--- config.mk ---
export PLATFORM = sky130hd
export DESIGN_NAME = inst_fetch_buffer_flat
export DESIGN_NICKNAME = d
export VERILOG_FILES = /design/src/rtl/fetch_pkg.sv /design/src/rtl/inst_fetch_buffer_if.sv /design/src/rtl/fetch_slot_ring.sv /design/src/rtl/inst_fetch_buffer.sv /design/src/flat_wrapper.sv
export SDC_FILE = /design/constraint.sdc
export NUM_CORES = 1
export LEC_CHECK = 0
export CAP_MARGIN = 25
export CORE_ASPECT_RATIO = 0.8
export CORE_MARGIN = 3
export CORE_UTILIZATION = 55
export DETAILED_ROUTE_END_ITERATION = 10
export PLACE_DENSITY = 0.91
export SYNTH_ARGS = -nofsm -noshare
export SYNTH_HDL_FRONTEND = slang
export SYNTH_SLANG_ARGS = --single-unit
--- constraint.sdc ---
create_clock -name clk -period 3.2 [get_ports clk]
set_input_delay 0.64 -clock clk [delete_from_list [all_inputs] [get_ports clk]]
set_output_delay 0.64 -clock clk [all_outputs]
set_load 0.02 [all_outputs]
--- src/rtl/fetch_pkg.sv ---
// fetch_pkg: shared types and default depth for the instruction fetch buffer.
package fetch_pkg;
  localparam int FETCH_DEPTH = 4;
  typedef struct packed {
    logic [31:0] pc;
    logic [31:0] inst;
    logic        filled;
  } fetch_slot_t;
  typedef logic [$clog2(FETCH_DEPTH):0] fetch_ptr_t;
endpackage

--- src/rtl/inst_fetch_buffer_if.sv ---
// inst_fetch_buffer_if: req/gnt/rvalid instruction memory bus.
interface inst_fetch_buffer_if;
  logic        req;
  logic [31:0] addr;
  logic        gnt;
  logic        rvalid;
  logic [31:0] rdata;
  modport master (output req, addr, input gnt, rvalid, rdata);
  modport slave (input req, addr, output gnt, rvalid, rdata);
endinterface

--- src/rtl/fetch_slot_ring.sv ---
// fetch_slot_ring: in-order slot storage with head/fill/tail pointers and flush.
module fetch_slot_ring
  import fetch_pkg::*;
#(
  parameter int DEPTH = FETCH_DEPTH,
  localparam int AW = $clog2(DEPTH)
) (
  input  logic          clk,
  input  logic          reset,
  input  logic          flush_i,
  input  logic          alloc_i,
  input  logic [31:0]   alloc_pc_i,
  input  logic          fill_i,
  input  logic          fill_skip_i,
  input  logic [31:0]   fill_inst_i,
  input  logic          pop_i,
  output logic [AW:0]   head_o,
  output logic [AW:0]   fill_o,
  output logic [AW:0]   tail_o,
  output fetch_slot_t   head_slot_o
);
  fetch_slot_t slots_q [DEPTH];
  logic [AW:0] head_q, fill_q, tail_q;
  assign head_o = head_q;
  assign fill_o = fill_q;
  assign tail_o = tail_q;
  assign head_slot_o = slots_q[head_q[AW-1:0]];
  always_ff @(posedge clk) begin
    if (reset) begin
      head_q <= '0;
      fill_q <= '0;
      tail_q <= '0;
      for (int i = 0; i < DEPTH; i++) slots_q[i] <= '0;
    end else if (flush_i) begin
      head_q <= tail_q;
      fill_q <= tail_q;
      for (int i = 0; i < DEPTH; i++) slots_q[i].filled <= 1'b0;
    end else begin
      if (alloc_i) begin
        slots_q[tail_q[AW-1:0]].pc     <= alloc_pc_i;
        slots_q[tail_q[AW-1:0]].filled <= 1'b0;
        tail_q <= tail_q + 1'b1;
      end
      // a bypassed response consumed in the same cycle never lands as filled
      if (fill_i) begin
        slots_q[fill_q[AW-1:0]].inst   <= fill_inst_i;
        slots_q[fill_q[AW-1:0]].filled <= ~fill_skip_i;
        fill_q <= fill_q + 1'b1;
      end
      if (pop_i) head_q <= head_q + 1'b1;
    end
  end
endmodule

--- src/rtl/inst_fetch_buffer.sv ---
// inst_fetch_buffer: PC issue to imem, in-order response ring, flush/drain; FETCH_BYPASS_EN enables rdata->decode bypass.
module inst_fetch_buffer
  import fetch_pkg::*;
#(
  parameter int DEPTH = FETCH_DEPTH,
  localparam int AW = $clog2(DEPTH)
) (
  input  logic                       clk,
  input  logic                       reset,
  input  logic [31:0]                pc_i,
  input  logic                       pc_v_i,
  output logic                       stall_i,
  input  logic                       pc_v_x,
  inst_fetch_buffer_if.master        imem,
  output logic                       inst_v_d,
  output logic [31:0]                inst_d,
  output logic [31:0]                pc_d,
  input  logic                       stall_d
);
  logic [AW:0] head, fill, tail, used, pend;
  fetch_slot_t head_slot;
  logic [7:0] drop_q, drop_d;
  logic grant, resp_keep, ring_v, byp, pop;
  assign used = tail - head;
  assign pend = tail - fill;
  assign imem.req = pc_v_i & ~pc_v_x & ~reset & ~used[AW];
  assign imem.addr = pc_i;
  assign grant = imem.req & imem.gnt;
  assign stall_i = pc_v_i & ~grant;
  assign resp_keep = imem.rvalid & ~pc_v_x & (drop_q == '0);
  assign ring_v = head_slot.filled & (head != tail);
`ifdef FETCH_BYPASS_EN
  assign byp = resp_keep & (fill == head) & (head != tail);
  assign inst_d = ring_v ? head_slot.inst : imem.rdata;
`else
  assign byp = 1'b0;
  assign inst_d = head_slot.inst;
`endif
  assign inst_v_d = ~pc_v_x & (ring_v | byp);
  assign pc_d = head_slot.pc;
  assign pop = inst_v_d & ~stall_d;
  // a redirect during drain adds to the responses still owed to stale requests
  always_comb drop_d = pc_v_x ? drop_q + 8'(pend) - 8'(imem.rvalid)
                              : drop_q - 8'(imem.rvalid && drop_q != '0);
  always_ff @(posedge clk) drop_q <= reset ? '0 : drop_d;
  fetch_slot_ring #(.DEPTH(DEPTH)) u_ring (
    .clk         (clk),
    .reset       (reset),
    .flush_i     (pc_v_x),
    .alloc_i     (grant),
    .alloc_pc_i  (pc_i),
    .fill_i      (resp_keep),
    .fill_skip_i (byp & pop),
    .fill_inst_i (imem.rdata),
    .pop_i       (pop),
    .head_o      (head),
    .fill_o      (fill),
    .tail_o      (tail),
    .head_slot_o (head_slot)
  );
endmodule

--- src/flat_wrapper.sv ---
// flat-port wrapper written by rule: the top's interface ports become plain ports
module inst_fetch_buffer_flat import fetch_pkg::*;
#(
  parameter int DEPTH = FETCH_DEPTH,
  localparam int AW = $clog2(DEPTH)
)
  (clk, reset, pc_i, pc_v_i, stall_i, pc_v_x, inst_v_d, inst_d, pc_d, stall_d, imem_req, imem_addr, imem_gnt, imem_rvalid, imem_rdata);
  inst_fetch_buffer_if imem_i ();
  input  logic clk;
  input  logic reset;
  input  logic [31:0] pc_i;
  input  logic pc_v_i;
  output logic stall_i;
  input  logic pc_v_x;
  output logic inst_v_d;
  output logic [31:0] inst_d;
  output logic [31:0] pc_d;
  input  logic stall_d;
  output wire logic [$bits(imem_i.req)-1:0] imem_req;
  output wire logic [$bits(imem_i.addr)-1:0] imem_addr;
  input wire logic [$bits(imem_i.gnt)-1:0] imem_gnt;
  input wire logic [$bits(imem_i.rvalid)-1:0] imem_rvalid;
  input wire logic [$bits(imem_i.rdata)-1:0] imem_rdata;
  assign imem_req = imem_i.req;
  assign imem_addr = imem_i.addr;
  assign imem_i.gnt = imem_gnt;
  assign imem_i.rvalid = imem_rvalid;
  assign imem_i.rdata = imem_rdata;
  inst_fetch_buffer #(.DEPTH(DEPTH)) u_core (.clk(clk), .reset(reset), .pc_i(pc_i), .pc_v_i(pc_v_i), .stall_i(stall_i), .pc_v_x(pc_v_x), .imem(imem_i), .inst_v_d(inst_v_d), .inst_d(inst_d), .pc_d(pc_d), .stall_d(stall_d));
endmodule
Word-level counts from Yosys, hierarchy flattened
Memories as Yosys holds them, arrays and structs flattened. A register that Yosys moved wholly into a read port is not among the register bits.
Index checks and enable logic that the tools add are counted.
Widths: inputs -> output; s select.
Cells by class
  bitwise gates (word level): 19
  mux-type cells: 30
  reduce and logical (&&, ||, !) cells: 8
  $add $sub $neg: 8
  equality and inequality tests: 1
Operators by type and width (number)
  $mux 65: 2
  $reduce_or 65->1: 2
  $mux 3: 6
  $mux 1: 17
  $sub 8x1->8: 2
  $and 1x1->1: 10
  $add 3x1->3 const B: 3
  $add 8x3->8: 1
  $logic_not 8->1: 1
  $mux 2: 4
  $mux 8: 1
  $reduce_bool 8->1: 1
  $sub 3x3->3: 2
  $not 1->1: 5
  $or 1x1->1: 4
  $reduce_bool 2->1: 2
  $ne 3x3->1: 1
  $reduce_and 2->1: 1
  $logic_and 1x1->1: 1
Storage, ports and cells
  register bits after elaboration: 17
  memory bits (writable): 260
  memories kept: 1
  input bits: 71
  output and inout port bits: 99
Memory list
  u_core.u_ring.slots_q: depth 4, bits a word 65, rd ports 1, clocked after memory_dff 1, wr ports 4, RTL line fetch_slot_ring.sv:22  | fetch_slot_t slots_q [DEPTH];

Logic depth before layout (Yosys ltp)
  word-level depth: 11
  depth in mapped cells: 14

Cells and area by module
Synthesis repeated with hierarchy kept, for this count alone.
Second synthesis, totals
  cell total of the unflattened synthesis: 875
  area total of the unflattened synthesis: 13401.6 µm²
Modules (own cells, without submodules)
  fetch_slot_ring: area an instance 12016.5 µm², cells each 708, instances 1
  inst_fetch_buffer: area an instance 1385.1 µm², cells each 167, instances 1

Worst setup path after synthesis
Ideal clock, no wire load.
  kind: in2reg
  start point: in pc_v_x
  end point: mem u_core.u_ring.slots_q[3][10] in the netlist's numbering (enable)
  library setup time: 0.428 ns
  path buffers: 2
  data arrival time: 2.585 ns
  path slack: 0.187 ns
  stages: 3
  cell sequence: clkbuf_1 > clkbuf_1 > o21bai_1
RTL lines
  start, declared: RTL line flat_wrapper.sv:14  | input logic pc_v_x;
  end, declared: RTL line fetch_slot_ring.sv:22

Worst setup path in the final report
  start point: reg u_core.u_ring.tail_q[0], in the netlist u_core.u_ring.tail_o[0]
  end point: out imem_req
Between the ends
  word-level cells in the longest chain between the ends: 3
RTL lines
  start, declared: RTL line fetch_slot_ring.sv:23  | logic [AW:0] head_q, fill_q, tail_q;
  start signal, assigned: RTL line fetch_slot_ring.sv:42  | tail_q <= tail_q + 1'b1;
  $sub 3x3->3: RTL line inst_fetch_buffer.sv:24  | assign used = tail - head;
  $not 1->1: RTL line inst_fetch_buffer.sv:26  | assign imem.req = pc_v_i & ~pc_v_x & ~reset & ~used[AW];
  $and 1x1->1: RTL line inst_fetch_buffer.sv:26
  end, declared: RTL line flat_wrapper.sv:19  | output wire logic [$bits(imem_i.req)-1:0] imem_req;
No other way between the ends.

==> results.txt <==
flops & latches, synth - 279
largest family of logic cells by synthesized area - simple AND/OR/NAND/NOR gates
nets - 1125
final setup violation count - 0
ordered cell list for the critical path - inv_1, buf_4, ha_1, nand2b_1, a21o_1, a2111oi_0, dlygate4sd2_1
layout cells sized above 1 - 15.1%
Tmin final - 3.12 ns
DR vias - 7727
Avg Synthesized Cell Area - 14.9 um^2
Clock Tree Buf Depth - 3
dpl hpwl - 17800 um
mux contribution to synthesized area - 11.4%
DRC Markers - 0
total power - 8.75 mW
Multi-input gate area - 0.00438 mm^2
Global Route Usage Sum - 22.0%
Fmax - 320 MHz
Synth Instances - 874
commonest non-fill, non-tap cell in the layout - edfxtp_1
Worst Max-Slew Pin Slew - 0.531 ns
GR Overflow Total - 0
H-tree depth - 1
Tcrit/Tclk final - 97.6%
final hold slack - 0.449 ns
Layout area overhead - 22.1%
Slew headroom - 64.6%
DRT iter0 DRCs - 666
die area - 0.0256 mm^2
gpl congestion - 0.836
Clock Skews - 0.0104 ns
die width - 178 um
sequential share of the synthesized area - 62.4%
post-synthesis xor/xnor area fraction - 1.20%
Core Rows - 49
Routed WL per cell - 21.0 um
Hold Crit Depth - 2
CTS buffer count - 27
CTS clk-pin slew, worst paths - 0.06 ns
core area - 0.0229 mm^2
Chip Height - 144 um
count of input and output buffers - 169
# fillers - 1449
flop2flop setup slack - 0.17 ns
Placed Cells - 1293
Starting Density - 57.1%
Setup CP Type - reg -> out
vias in the first global route - 7995
Setup WS pre-CTS - 0.0671 ns
Post-Route WL - 28200 um
final setup TNS - 0 ns
PnR worst setup slack - 0.0779 ns
final std cells w/o fill - 1346
num ports - 170
post-route cell area - 0.0159 mm^2
CP Capture Type - output port
Syn Nets - 976
commonest cells after routing, fill and taps aside - edfxtp_1 (256), clkdlybuf4s50_1 (166), and2_1 (163)
Ant. Diodes - 0
Slowest cell on crit path - dlygate4sd2_1
worst min path class - reg -> reg
Worst EP required - 2.56 ns
worst r2r path cells - 14
Peak VDD IR - 403 uV
post-synthesis simple-gate area fraction - 15.2%
vias per cell - 5.74
status - finished clean
Critical Path Source Type - flip-flop
cell area after placement - 0.0150 mm^2
initial antenna violation count - 0
register area - 0.00816 mm^2
Hold Vio Cnt, Final - 0
Synthesis Warnings - 0
synthesized area - 0.0130 mm^2
pwr dens - 549 mW/mm^2
first-pass detailed-route iteration total - 5
Pins Over Slew Limit - 0
post-synthesis compound-gate area fraction - 2.15%
Clock Sinks - 279
Largest stage delay, worst path - 0.40 ns
post-synthesis cell type count - 45
antenna violation net count after detailed routing - 0
largest net degree at the start of global routing - 69
MaxCap Viol Count - 0
Clock Latency Late Sink - 0.54 ns
post-layout util - 69.7%
CP max FO - 4
clock root cell - clkbuf_16
crit path DAT - 2.48 ns
first-pass GRT wire length - 43900 um
CTS tree - yes
Post-Synth Adder-Cell Area - 3.09%
Lkg Pwr - 6.17 nW
-- repair_timing --
action	in CTS	in global routing
gates resized for setup	3	12
pin swaps	0	3
hold buffers	0	0
setup buffers	0	7
setup endpoints to repair	3	43
-- path summary, 6_finish.rpt --
check	startpoint	endpoint
setup / recovery	u_core.u_ring.tail_o[0]$_SDFFE_PP0N_	imem_req
setup reg to reg	u_core.u_ring.tail_o[0]$_SDFFE_PP0N_	u_core.drop_q[5]$_SDFF_PP0_
hold reg to reg	u_core.u_ring.slots_q[3][0]$_SDFFE_PP1P_	u_core.u_ring.slots_q[3][0]$_SDFFE_PP1P_
hold / removal	u_core.u_ring.slots_q[3][0]$_SDFFE_PP1P_	u_core.u_ring.slots_q[3][0]$_SDFFE_PP1P_
-- area by class of cell --
| type | instances | share of cell area (%) |
|---|---|---|
| Sequential cell | 279 | 51.2 |
| Multi-Input combinational cell | 480 | 27.5 |
| Timing Repair Buffer | 208 | 13.3 |
| Clock buffer | 33 | 4.38 |
| Tap cell | 306 | 2.40 |
| Inverter | 27 | 0.636 |
| Clock inverter | 13 | 0.581 |
-- logic make-up after synthesis --
| family | count (synthesis) |
|---|---|
| flip-flops | 279 |
| adder cells (fa/ha/maj) | 31 |
| buffers and inverters | 115 |
| multiplexers | 68 |
| AND/OR/NAND/NOR | 327 |
| XOR/XNOR | 17 |
| AO/OA/AOI/OAI | 37 |
-- routing by layer --
layer	vias up	part of all wire (%)	GRT usage [%]	wire (um)
li1	3508	-	-	-
met1	3904	40	29.6	11200
met2	278	52	38.6	14600
met3	37	6.6	3.28	1870
met4	0	1.8	5.08	498
met5	-	0	0	0
-- sequential cells by signal (all words and copies together), names as in the netlist, named ones only --
signal	count
u_core.drop_q	8
u_core.u_ring.fill_o	3
u_core.u_ring.head_o	3
u_core.u_ring.slots_q	260
u_core.u_ring.tail_o	3
-- critical path, delay by kind of cell, from the launching register on --
kind	cells	cell delay [ns]
DFF	1	0.36
AOI/OAI and AO/OA	2	0.61
buffers and inverters	3	0.62
and+or+nand+nor	1	0.17
adders and majority gates	1	0.18
-- cells in the mapped netlist, drive strengths merged --
cell     count  share of area [%]
inv         27               0.78
dfxtp       23                3.5
nor2b        4               0.19
a222oi       1              0.077
a211oi       8               0.46
a22oi        1              0.058
nor2        22               0.63
or3          1              0.048
a2111oi      3               0.35
o211a        1              0.077
buf         48                2.6
and3       101                4.8
and2       163                7.8
nand4        3               0.14
clkbuf      40                1.2
a21oi        8               0.31
nand2       11               0.32
xnor2       14               0.94
mux4        65                 11
or2          7               0.34
o21a         1              0.058
o21ai        3               0.12
nor3b        3               0.17
mux2i        3               0.23
o2111ai      1              0.067
nor3         1              0.038
fa           2               0.31
a211o        1              0.067
a21boi       1              0.058
nor4b        1              0.067
xor2         3               0.26
o21bai       5               0.29
a21o         2               0.12
nand3b       1              0.058
and4bb       1              0.096
o31ai        1              0.058
ha          29                2.8
nand2b       5               0.24
edfxtp     256                 59
nand3        3               0.15
-- power breakdown --
group	switching (mW)	leakage (nW)	total, mW	internal [mW]
clock	1.29	0.383	2.91	1.62
sequential	0.0824	2.84	4.23	4.15
combinational	0.836	2.95	1.60	0.768
total	2.21	6.17	8.75	6.54
No activity file was read; power rests on OpenSTA's default activity.
